File: config.mk
export PLATFORM = sky130hd
export DESIGN_NAME = dht11_sensor_emulator
export DESIGN_NICKNAME = d
export VERILOG_FILES = /design/src/rtl/dht11_pkg.sv /design/src/rtl/dht11_us_tick.sv /design/src/rtl/dht11_sensor_emulator.sv
export SDC_FILE = /design/constraint.sdc
export NUM_CORES = 1
export LEC_CHECK = 0
export ABC_AREA = 1
export BUFFER_PORTS_ARGS = -buffer_cell sky130_fd_sc_hd__clkbuf_2
export CAP_MARGIN = 20
export CORE_ASPECT_RATIO = 2
export CORE_MARGIN = 5
export CORE_UTILIZATION = 35
export CTS_CLUSTER_DIAMETER = 150
export DETAILED_ROUTE_END_ITERATION = 8
export GPL_TIMING_DRIVEN = 1
export PLACE_DENSITY = 0.6
export SETUP_SLACK_MARGIN = 0.02
export SYNTH_ARGS = -nofsm -noshare
export SYNTH_HDL_FRONTEND = slang
export SYNTH_SLANG_ARGS = --single-unit
File: constraint.sdc
create_clock -name Clk -period 4.5 [get_ports Clk]
set_clock_uncertainty 0.15 [all_clocks]
set_input_delay 1.35 -clock Clk [delete_from_list [all_inputs] [get_ports Clk]]
set_output_delay 1.35 -clock Clk [all_outputs]
set_load 0.05 [all_outputs]
File: src/rtl/dht11_pkg.sv
// Shared DHT11 definitions: protocol states, frame layout and default bus timing.
package dht11_pkg;

    typedef enum logic [2:0] {
        ST_IDLE,
        ST_HOST_LOW,
        ST_RESP_WAIT,
        ST_RESP_LOW,
        ST_RESP_HIGH,
        ST_BIT_LOW,
        ST_BIT_HIGH,
        ST_END_LOW
    } dht_state_e;

    localparam int FRAME_BITS        = 40;
    localparam int FRAME_HUM_INT_MSB = 39;   // first bit on the wire is Hum_int[7]
    localparam int US_CNT_W          = 16;

    localparam int DHT_CLK_PER_US   = 50;
    localparam int DHT_START_MIN_US = 18000;
    localparam int DHT_RESP_WAIT_US = 30;
    localparam int DHT_RESP_LOW_US  = 80;
    localparam int DHT_RESP_HIGH_US = 80;
    localparam int DHT_BIT_LOW_US   = 50;
    localparam int DHT_BIT0_HIGH_US = 26;
    localparam int DHT_BIT1_HIGH_US = 70;

    function automatic logic [7:0] dht_crc(input logic [7:0] a, input logic [7:0] b,
                                           input logic [7:0] c, input logic [7:0] d,
                                           input logic corrupt);
        logic [7:0] sum;
        sum = a + b + c + d;
        return corrupt ? ~sum : sum;
    endfunction

endpackage

File: src/rtl/dht11_us_tick.sv
// Microsecond prescaler: one-cycle tick every CLK_PER_US clocks, restartable by clr_i.
module dht11_us_tick #(
    parameter int CLK_PER_US = 50
) (
    input  logic clk_i,
    input  logic rst_i,
    input  logic clr_i,
    output logic tick_o
);

    localparam int CW = (CLK_PER_US > 1) ? $clog2(CLK_PER_US) : 1;

    logic [CW-1:0] cnt_q;

    assign tick_o = (cnt_q == CW'(CLK_PER_US - 1));

    always_ff @(posedge clk_i) begin
        if (rst_i || clr_i) begin
            cnt_q <= '0;
        end else if (tick_o) begin
            cnt_q <= '0;
        end else begin
            cnt_q <= cnt_q + 1'b1;
        end
    end

endmodule

File: src/rtl/dht11_sensor_emulator.sv
// DHT11 responder: detects a host start pulse and replies with the 40-bit sensor frame.
module dht11_sensor_emulator
    import dht11_pkg::*;
#(
    parameter int CLK_PER_US   = DHT_CLK_PER_US,
    parameter int START_MIN_US = DHT_START_MIN_US,
    parameter int RESP_WAIT_US = DHT_RESP_WAIT_US,
    parameter int RESP_LOW_US  = DHT_RESP_LOW_US,
    parameter int RESP_HIGH_US = DHT_RESP_HIGH_US,
    parameter int BIT_LOW_US   = DHT_BIT_LOW_US,
    parameter int BIT0_HIGH_US = DHT_BIT0_HIGH_US,
    parameter int BIT1_HIGH_US = DHT_BIT1_HIGH_US
) (
    input  logic       Clk,
    input  logic       Rst,
    input  logic       Dht_in,
    output logic       Dht_oe,
    input  logic [7:0] Hum_int,
    input  logic [7:0] Hum_float,
    input  logic [7:0] Temp_int,
    input  logic [7:0] Temp_float,
    input  logic       Crc_corrupt,
    output logic       Busy,
    output logic       Frame_done
);

    logic [1:0]            sync_q;
    logic                  din_s;
    dht_state_e            state_q, state_d;
    logic [US_CNT_W-1:0]   us_q, us_d;
    logic [US_CNT_W-1:0]   dur;
    logic [FRAME_BITS-1:0] frame_q, frame_d;
    logic [5:0]            bit_idx_q, bit_idx_d;
    logic                  frame_done_q, frame_done_d;
    logic                  tick, tick_clr, timed_done;

    assign din_s    = sync_q[1];
    assign tick_clr = (state_d != state_q);

    dht11_us_tick #(.CLK_PER_US(CLK_PER_US)) u_tick (
        .clk_i  (Clk),
        .rst_i  (Rst),
        .clr_i  (tick_clr),
        .tick_o (tick)
    );

    always_ff @(posedge Clk) begin
        if (Rst) begin
            sync_q       <= '1;
            state_q      <= ST_IDLE;
            us_q         <= '0;
            frame_q      <= '0;
            bit_idx_q    <= '0;
            frame_done_q <= 1'b0;
        end else begin
            sync_q       <= {sync_q[0], Dht_in};
            state_q      <= state_d;
            us_q         <= us_d;
            frame_q      <= frame_d;
            bit_idx_q    <= bit_idx_d;
            frame_done_q <= frame_done_d;
        end
    end

    always_comb begin
        unique case (state_q)
            ST_RESP_WAIT: dur = US_CNT_W'(RESP_WAIT_US);
            ST_RESP_LOW:  dur = US_CNT_W'(RESP_LOW_US);
            ST_RESP_HIGH: dur = US_CNT_W'(RESP_HIGH_US);
            ST_BIT_HIGH:  dur = frame_q[FRAME_HUM_INT_MSB] ? US_CNT_W'(BIT1_HIGH_US)
                                                           : US_CNT_W'(BIT0_HIGH_US);
            default:      dur = US_CNT_W'(BIT_LOW_US);
        endcase
    end

    assign timed_done = tick && (us_q == dur - 1'b1);

    always_comb begin
        state_d      = state_q;
        us_d         = us_q;
        frame_d      = frame_q;
        bit_idx_d    = bit_idx_q;
        frame_done_d = 1'b0;
        unique case (state_q)
            ST_IDLE: begin
                if (!din_s) state_d = ST_HOST_LOW;
            end
            ST_HOST_LOW: begin
                if (din_s) begin
                    if (us_q >= US_CNT_W'(START_MIN_US)) begin
                        state_d   = ST_RESP_WAIT;
                        frame_d   = {Hum_int, Hum_float, Temp_int, Temp_float,
                                     dht_crc(Hum_int, Hum_float, Temp_int, Temp_float, Crc_corrupt)};
                        bit_idx_d = '0;
                    end else begin
                        state_d = ST_IDLE;
                    end
                end else if (tick && (us_q < US_CNT_W'(START_MIN_US))) begin
                    us_d = us_q + 1'b1;
                end
            end
            ST_RESP_WAIT: if (timed_done) state_d = ST_RESP_LOW;
            ST_RESP_LOW:  if (timed_done) state_d = ST_RESP_HIGH;
            ST_RESP_HIGH: if (timed_done) state_d = ST_BIT_LOW;
            ST_BIT_LOW:   if (timed_done) state_d = ST_BIT_HIGH;
            ST_BIT_HIGH: begin
                if (timed_done) begin
                    frame_d   = frame_q << 1;
                    bit_idx_d = bit_idx_q + 1'b1;
                    state_d   = (bit_idx_q == 6'(FRAME_BITS - 1)) ? ST_END_LOW : ST_BIT_LOW;
                end
            end
            ST_END_LOW: begin
                if (timed_done) begin
                    state_d      = ST_IDLE;
                    frame_done_d = 1'b1;
                end
            end
            default: state_d = ST_IDLE;
        endcase
        // Timed states share one µs counter; it runs from zero on every state entry.
        if (state_q != ST_IDLE && state_q != ST_HOST_LOW && tick) us_d = us_q + 1'b1;
        if (state_d != state_q) us_d = '0;
    end

    always_comb begin
        Dht_oe     = (state_q == ST_RESP_LOW) || (state_q == ST_BIT_LOW) || (state_q == ST_END_LOW);
        Busy       = (state_q != ST_IDLE) && (state_q != ST_HOST_LOW);
        Frame_done = frame_done_q;
    end

endmodule

# Word level (Yosys, flattened, before mapping)
# Cells that the tools add are included.
dict set report word_totals {
  word_cells 79
  out_inout_bits 3
  register_bits 74
}
dict set report classes {
  n_addsub 7
  muxes 27
  bitwise_logic 2
  order_cmp 2
  reduce_logical 18
  eq_ne 16
}
# operator count
set ops {}
lappend ops {{2-to-1 mux 40 bit} 3}
lappend ops {{case mux 40 bit (2 select lines)} 1}
lappend ops {{2-to-1 mux 16 bit} 4}
lappend ops {{adder 8 bit} 3}
lappend ops {{2-to-1 mux 3 bit} 8}
lappend ops {{case mux 3 bit (8 select lines)} 1}
lappend ops {{case mux 7 bit (3 select lines)} 1}
lappend ops {{2-to-1 mux 6 bit} 3}
lappend ops {{adder 16 x 1 -> 16 bit (second input constant)} 1}
lappend ops {{equality test 16 bit} 1}
lappend ops {{>= comparator 16 x 15 -> 1 bit (second input constant)} 1}
lappend ops {{less-than comparator 16 x 15 -> 1 bit (second input constant)} 1}
lappend ops {{subtractor 16 x 1 -> 16 bit (second input constant)} 1}
lappend ops {{adder 6 x 1 -> 6 bit (second input constant)} 2}
lappend ops {{equality test 3 bit (second input constant)} 4}
lappend ops {{equality test 6 bit (second input constant)} 2}
lappend ops {{case mux 6 bit (2 select lines)} 1}
lappend ops {{2-to-1 mux 8 bit} 1}
lappend ops {{NOT 8 bit} 1}
lappend ops {{OR reduction 2 bit} 4}
lappend ops {{2-to-1 mux 7 bit} 1}
lappend ops {{equality test 3 x 2 -> 1 bit (second input constant)} 2}
lappend ops {{inequality test 2 bit (second input constant)} 3}
lappend ops {{nonzero test 2 bit} 3}
lappend ops {{13 further kinds} 19}

# Longest topological paths before layout
dict set report logic_depth {
  depth_word 11
  mapped_depth 20
}

# By module
# From an unflattened synthesis, not the netlist that was laid out.
dict set report unflattened {
  cells_unflattened 708
  hier_area_um2 4968.5
}
# module n_inst area_per_inst_um2 cells_per_inst seq_area_each_um2
set by_module_without_submodules {}
lappend by_module_without_submodules {dht11_sensor_emulator 1 4685.7 674 1361.3}
lappend by_module_without_submodules {dht11_us_tick 1 282.8 34 120.1}

# Worst setup path before layout
# Ideal clock, no wire load.
dict set report synth_path {
  path_kind {input -> register}
  startpoint {in Hum_int[1]}
  endpoint {reg frame_q[7]}
  stages 14
  n_path_buf 0
  setup_slack_ps 600
  setup_time_ps 112
  t_arrival_ps 3638
  t_required_ps 4238
  cell_sequence {fa_1 > fa_1 > ha_1 > fa_1 > nand3_1 > nand2_1 > nand2_1 > nand2_1 > a21oi_1 > nand2_1 > nand3_1 > nand2_1 > nor2_1 > nor2_1}
}
dict set report synth_between {
  elab_chain_len 8
}
# element line_no
set synth_lines {}
lappend synth_lines {{start, declared} dht11_sensor_emulator.sv:18} ;# input logic [7:0] Hum_int,
lappend synth_lines {{adder 8 bit (*) (3 in series)} dht11_pkg.sv:32} ;# sum = a + b + c + d;
lappend synth_lines {{NOT 8 bit} dht11_pkg.sv:33} ;# return corrupt ? ~sum : sum;
lappend synth_lines {{2-to-1 mux 8 bit (*)} dht11_pkg.sv:33}
lappend synth_lines {{2-to-1 mux 40 bit (*)} dht11_sensor_emulator.sv:90} ;# if (us_q >= US_CNT_W'(START_MIN_US)) begin
lappend synth_lines {{2-to-1 mux 40 bit (*)} dht11_sensor_emulator.sv:89} ;# if (din_s) begin
lappend synth_lines {{case mux 40 bit (2 select lines) (*)} dht11_sensor_emulator.sv:84} ;# unique case (state_q)
lappend synth_lines {{end signal, assigned} dht11_sensor_emulator.sv:59} ;# frame_q <= frame_d;
lappend synth_lines {{end, declared} dht11_sensor_emulator.sv:32} ;# logic [FRAME_BITS-1:0] frame_q, frame_d;
# Mark *: on every way between the ends. The rest lies on a longest branch, timed or not. The select of a mux whose other input is x is not followed.
# A chain may end at the register's enable or synchronous reset.

# Worst setup path in the final report
# Ends and elaborated chain as after synthesis.

==> key figures <==
Status
  • Status: completed

Layout
  • Layout cell share with drive strength beyond 1: 12.7%
  • # fillers: 1529
  • Final Instance Count excl. Fillers: 928
  • # nets final: 799
  • Post-route core utilization: 39.8%
  • Area of the multi-input gates: 3040 um^2
  • # diodes: 0
  • Area used by sequential logic in the layout: 1480 um^2
  • Layout area overhead: 12.4%

Timing
  • Setup repair after global routing missed its margin: false
  • Final setup violating endpoints: 0
  • Final min period: 3850 ps
  • Worst slew margin: 48.0%
  • Slew at the pin with the worst max-slew slack: 778 ps
  • Final setup TNS: 0 ps
  • Fraction of the cycle the final worst path needs: 85.6%
  • Max Clock Freq: 260 MHz
  • Final hold violations: 0
  • Number of max-slew violations in the final report: 0

Synth
  • Count of flip-flops with a built-in enable after synthesis: 0
  • Cell variety after synth: 35
  • Share of synthesized registers carrying an async set or reset: 0%
  • Count of mapped cells out of synthesis: 709
  • Register area share after synthesis: 30.1%
  • Post-synthesis net count: 773
  • Average cell area after synthesis: 6.93 um^2
  • Syn. warnings: 0
  • Area of the mapped netlist: 4910 um^2
  • Post-synthesis register bit count: 74
  • Prevailing post-synth register cell: sky130_fd_sc_hd__dfxtp_1

Routing
  • Number of antenna-violating nets in the routed design: 0
  • Detailed Routing Iterations Pass 1: 5
  • Wire length reported by the detailed router: 13100 um
  • Via density per instance: 4.82
  • Post-detailed-route DRC marker count: 0
  • Routed wire length per instance: 14.1 um
  • Via count: 4473
  • Initial detailed-routing violation count: 153

CTS
  • Clock slew at the register clock pins of the worst setup and hold paths: 60 ps
  • # hold bufs at CTS: 0
  • Clk_lat worst skew: 340 ps
  • Root buffer cell: sky130_fd_sc_hd__clkbuf_16
  • Post-CTS Setup Inserts: 0
  • Level count of the clock H-tree: 3
  • CTS buffer count: 9
  • CTS resizes: 0
  • Number of buffers between clock root and the deepest sink: 2
  • Number of sinks on the clock net: 74
  • CTS tree: yes

Pwr
  • Pleak: 0.00227 uW
  • Clock power frac: 43.7%
  • Pwr Density: 301 nW/um^2
  • Switching power of the nets: 458 uW
  • Proportion of power drawn by combinational gates: 16.5%
  • Largest vdd supply drop: 0.198 mV
  • Fraction of power consumed by sequential logic: 39.7%
  • Cell internal power dissipation: 1210 uW
  • Switching part of the total: 27.5%

Global route
  • Wire length of the first global-routing pass: 21600 um
  • Tot GR Track Use: 16.6%
  • Antenna violations before repair: 0
  • Pin count of the biggest net entering global routing: 44
  • Number of global-route vias before repair: 4627
  • Total global routing overflow: 0

Critical path
  • Category of the most critical setup path: in -> reg
  • Maximum fanout along the worst path: 2
  • Kind of end point of the critical path: flop
  • Reg-to-reg critical path startpoint: state_q[2]$_SDFF_PP0_
  • Setup crit start kind: primary input
  • Arrival time at the worst endpoint: 3970 ps
  • Crit-path most repeated cell: sky130_fd_sc_hd__nand2_1
  • Slowest library cell on the worst path: sky130_fd_sc_hd__fa_1
  • Req. time, crit path: 4620 ps
  • Worst setup path start: Hum_int[1]
  • Cell-by-cell trace of the critical path: clkbuf_2, fa_1, fa_1, ha_1, fa_1, nand3_1, nand2_1, nand2_1, nand2_1, a21oi_1, inv_1, nand3_1, nand3_1, nand2_1, nor2_1, nor2_1
  • Worst path max stage delay: 570 ps

Placed design
  • # port buffers: 38
  • Routability cong.: 0.948
  • Detailed placer's ending HPWL: 9850 um
  • Placed cells: 913

Worst hold path
  • Worst hold path class: reg -> reg
  • Hold_sp: sync_q[0]$_SDFF_PP1_

Floorplan
  • Die boundary width: 93.8 um
  • DIE AREA: 16700 um^2
  • Starting density of the core: 35.4%
  • Chip Height: 178 um
  • Count of standard-cell rows: 61
  • Core footprint: 13900 um^2
  • Top-level I/O count: 39

Job
  • Total of max-cap violations: 0
[worst paths after layout]
check / to / slack (ps) / cells after the start
hold reg to reg: sync_q[1]$_SDFF_PP1_ / 260 / 1
setup reg to reg: frame_q[15]$_SDFFE_PP0P_ / 1520 / 16
hold / removal: sync_q[1]$_SDFF_PP1_ / 260 / 1
setup / recovery: frame_q[7]$_SDFFE_PP0P_ / 650 / 16
[per-layer routing]
layer / vias to the layer above / track usage [%] / part of all wire (%) / wire [um]
met5: - / 0 / 0 / 0
met4: 0 / 7.90 / 3.9 / 512
met3: 31 / 2.12 / 2.6 / 345
met2: 88 / 33.3 / 56 / 7350
met1: 2056 / 15.8 / 38 / 4920
li1: 2298 / - / - / -
[state kept, by name, summed over array words and instances (netlist names)]
register      flops
sync_q            2
u_tick.cnt_q      6
bit_idx_q         6
state_q           3
Frame_done        1
frame_q          40
us_q             16
[final cells by class]
class	instances	share of cell area, %
timing repair buffer	43	4.12
clock inverter	5	1.02
clock buffer	10	4.14
multi-input combinational	539	55.0
inverter	68	4.66
tap	189	4.28
sequential	74	26.8
[per-stage QoR]
step | power [uW] | area [um^2] | setup slack, ps | hold WS (ps)
after CTS | 1680 | 5530 | 626 | 262
after global placement | 950 | 5240 | 307 | 246
after global routing | 1750 | 5530 | 407 | 283
after detailed placement | 952 | 5240 | 280 | 247
final | 1660 | 5530 | 647 | 259
after floorplan | 885 | 4910 | 600 | 239
[critical path, delay by kind of cell]
kind	cells	cell delay [ps]
adder cells (fa/ha/maj)	4	1650
buffers and inverters	2	190
AO/OA/AOI/OAI	1	160
AND/OR/NAND/NOR	9	630
[kinds of logic after synthesis]
| kind of cell | synth area share [%] |
|---|---|
| simple gates | 36.8 |
| buf+inv | 8.22 |
| flops | 30.1 |
| compound gates | 3.44 |
| xor+xnor | 5.70 |
| mux | 6.31 |
| fa+ha+maj | 9.27 |
| other cells | 0.0763 |
[power groups by stage]
| stage | sequential (uW) | combinational (uW) | clock (uW) |
|---|---|---|---|
| 3_5_place_dp | 676 | 276 | 0 |
| 3_3_place_gp | 676 | 274 | 0 |
| 4_1_cts | 661 | 280 | 743 |
| 5_1_grt | 661 | 323 | 768 |
| 6_report | 661 | 275 | 728 |
| 2_1_floorplan | 675 | 209 | 0 |
[cell usage after synthesis, types with 2 or more instances]
library cell                 n  area, um^2
sky130_fd_sc_hd__nand2_1   159         597
sky130_fd_sc_hd__nor2_1    119         447
sky130_fd_sc_hd__nand3_1    82         410
sky130_fd_sc_hd__dfxtp_1    74        1480
sky130_fd_sc_hd__inv_1      61         229
sky130_fd_sc_hd__mux2i_1    31         310
sky130_fd_sc_hd__xor2_1     20         175
sky130_fd_sc_hd__a21oi_1    16        80.1
sky130_fd_sc_hd__nor2_2     15        93.8
sky130_fd_sc_hd__o21ai_0    15        75.1
sky130_fd_sc_hd__fa_1       14         280
sky130_fd_sc_hd__ha_1       14         175
sky130_fd_sc_hd__clkbuf_1   12        45.0
sky130_fd_sc_hd__xnor2_1    12         105
sky130_fd_sc_hd__nor3_1     11        55.1
sky130_fd_sc_hd__buf_2       9        45.0
sky130_fd_sc_hd__nand2_2     7        43.8
sky130_fd_sc_hd__inv_2       5        18.8
sky130_fd_sc_hd__nand3b_1    5        37.5
sky130_fd_sc_hd__buf_4       4        30.0
sky130_fd_sc_hd__nand4_1     4        25.0
sky130_fd_sc_hd__nor4_1      3        18.8
sky130_fd_sc_hd__buf_6       2        22.5
sky130_fd_sc_hd__nand3_2     2        20.0
sky130_fd_sc_hd__nor2_4      2        22.5
sky130_fd_sc_hd__or2_2       2        12.5
[layout by cell type (no fill, tap or decap), drive strengths merged]
cell / count
nor4: 3
nand4: 4
nand3: 84
nor2: 136
bufinv: 1
or2: 3
clkbuf: 48
clkinv: 4
o21ai: 16
xnor2: 12
mux2i: 31
nor3b: 1
ha: 14
a21oi: 17
conb: 1
clkinvlp: 1
nand3b: 5
nor3: 11
buf: 5
inv: 67
dfxtp: 74
xor2: 20
fa: 14
nand2: 167
No activity file was read; power rests on OpenSTA's default activity.
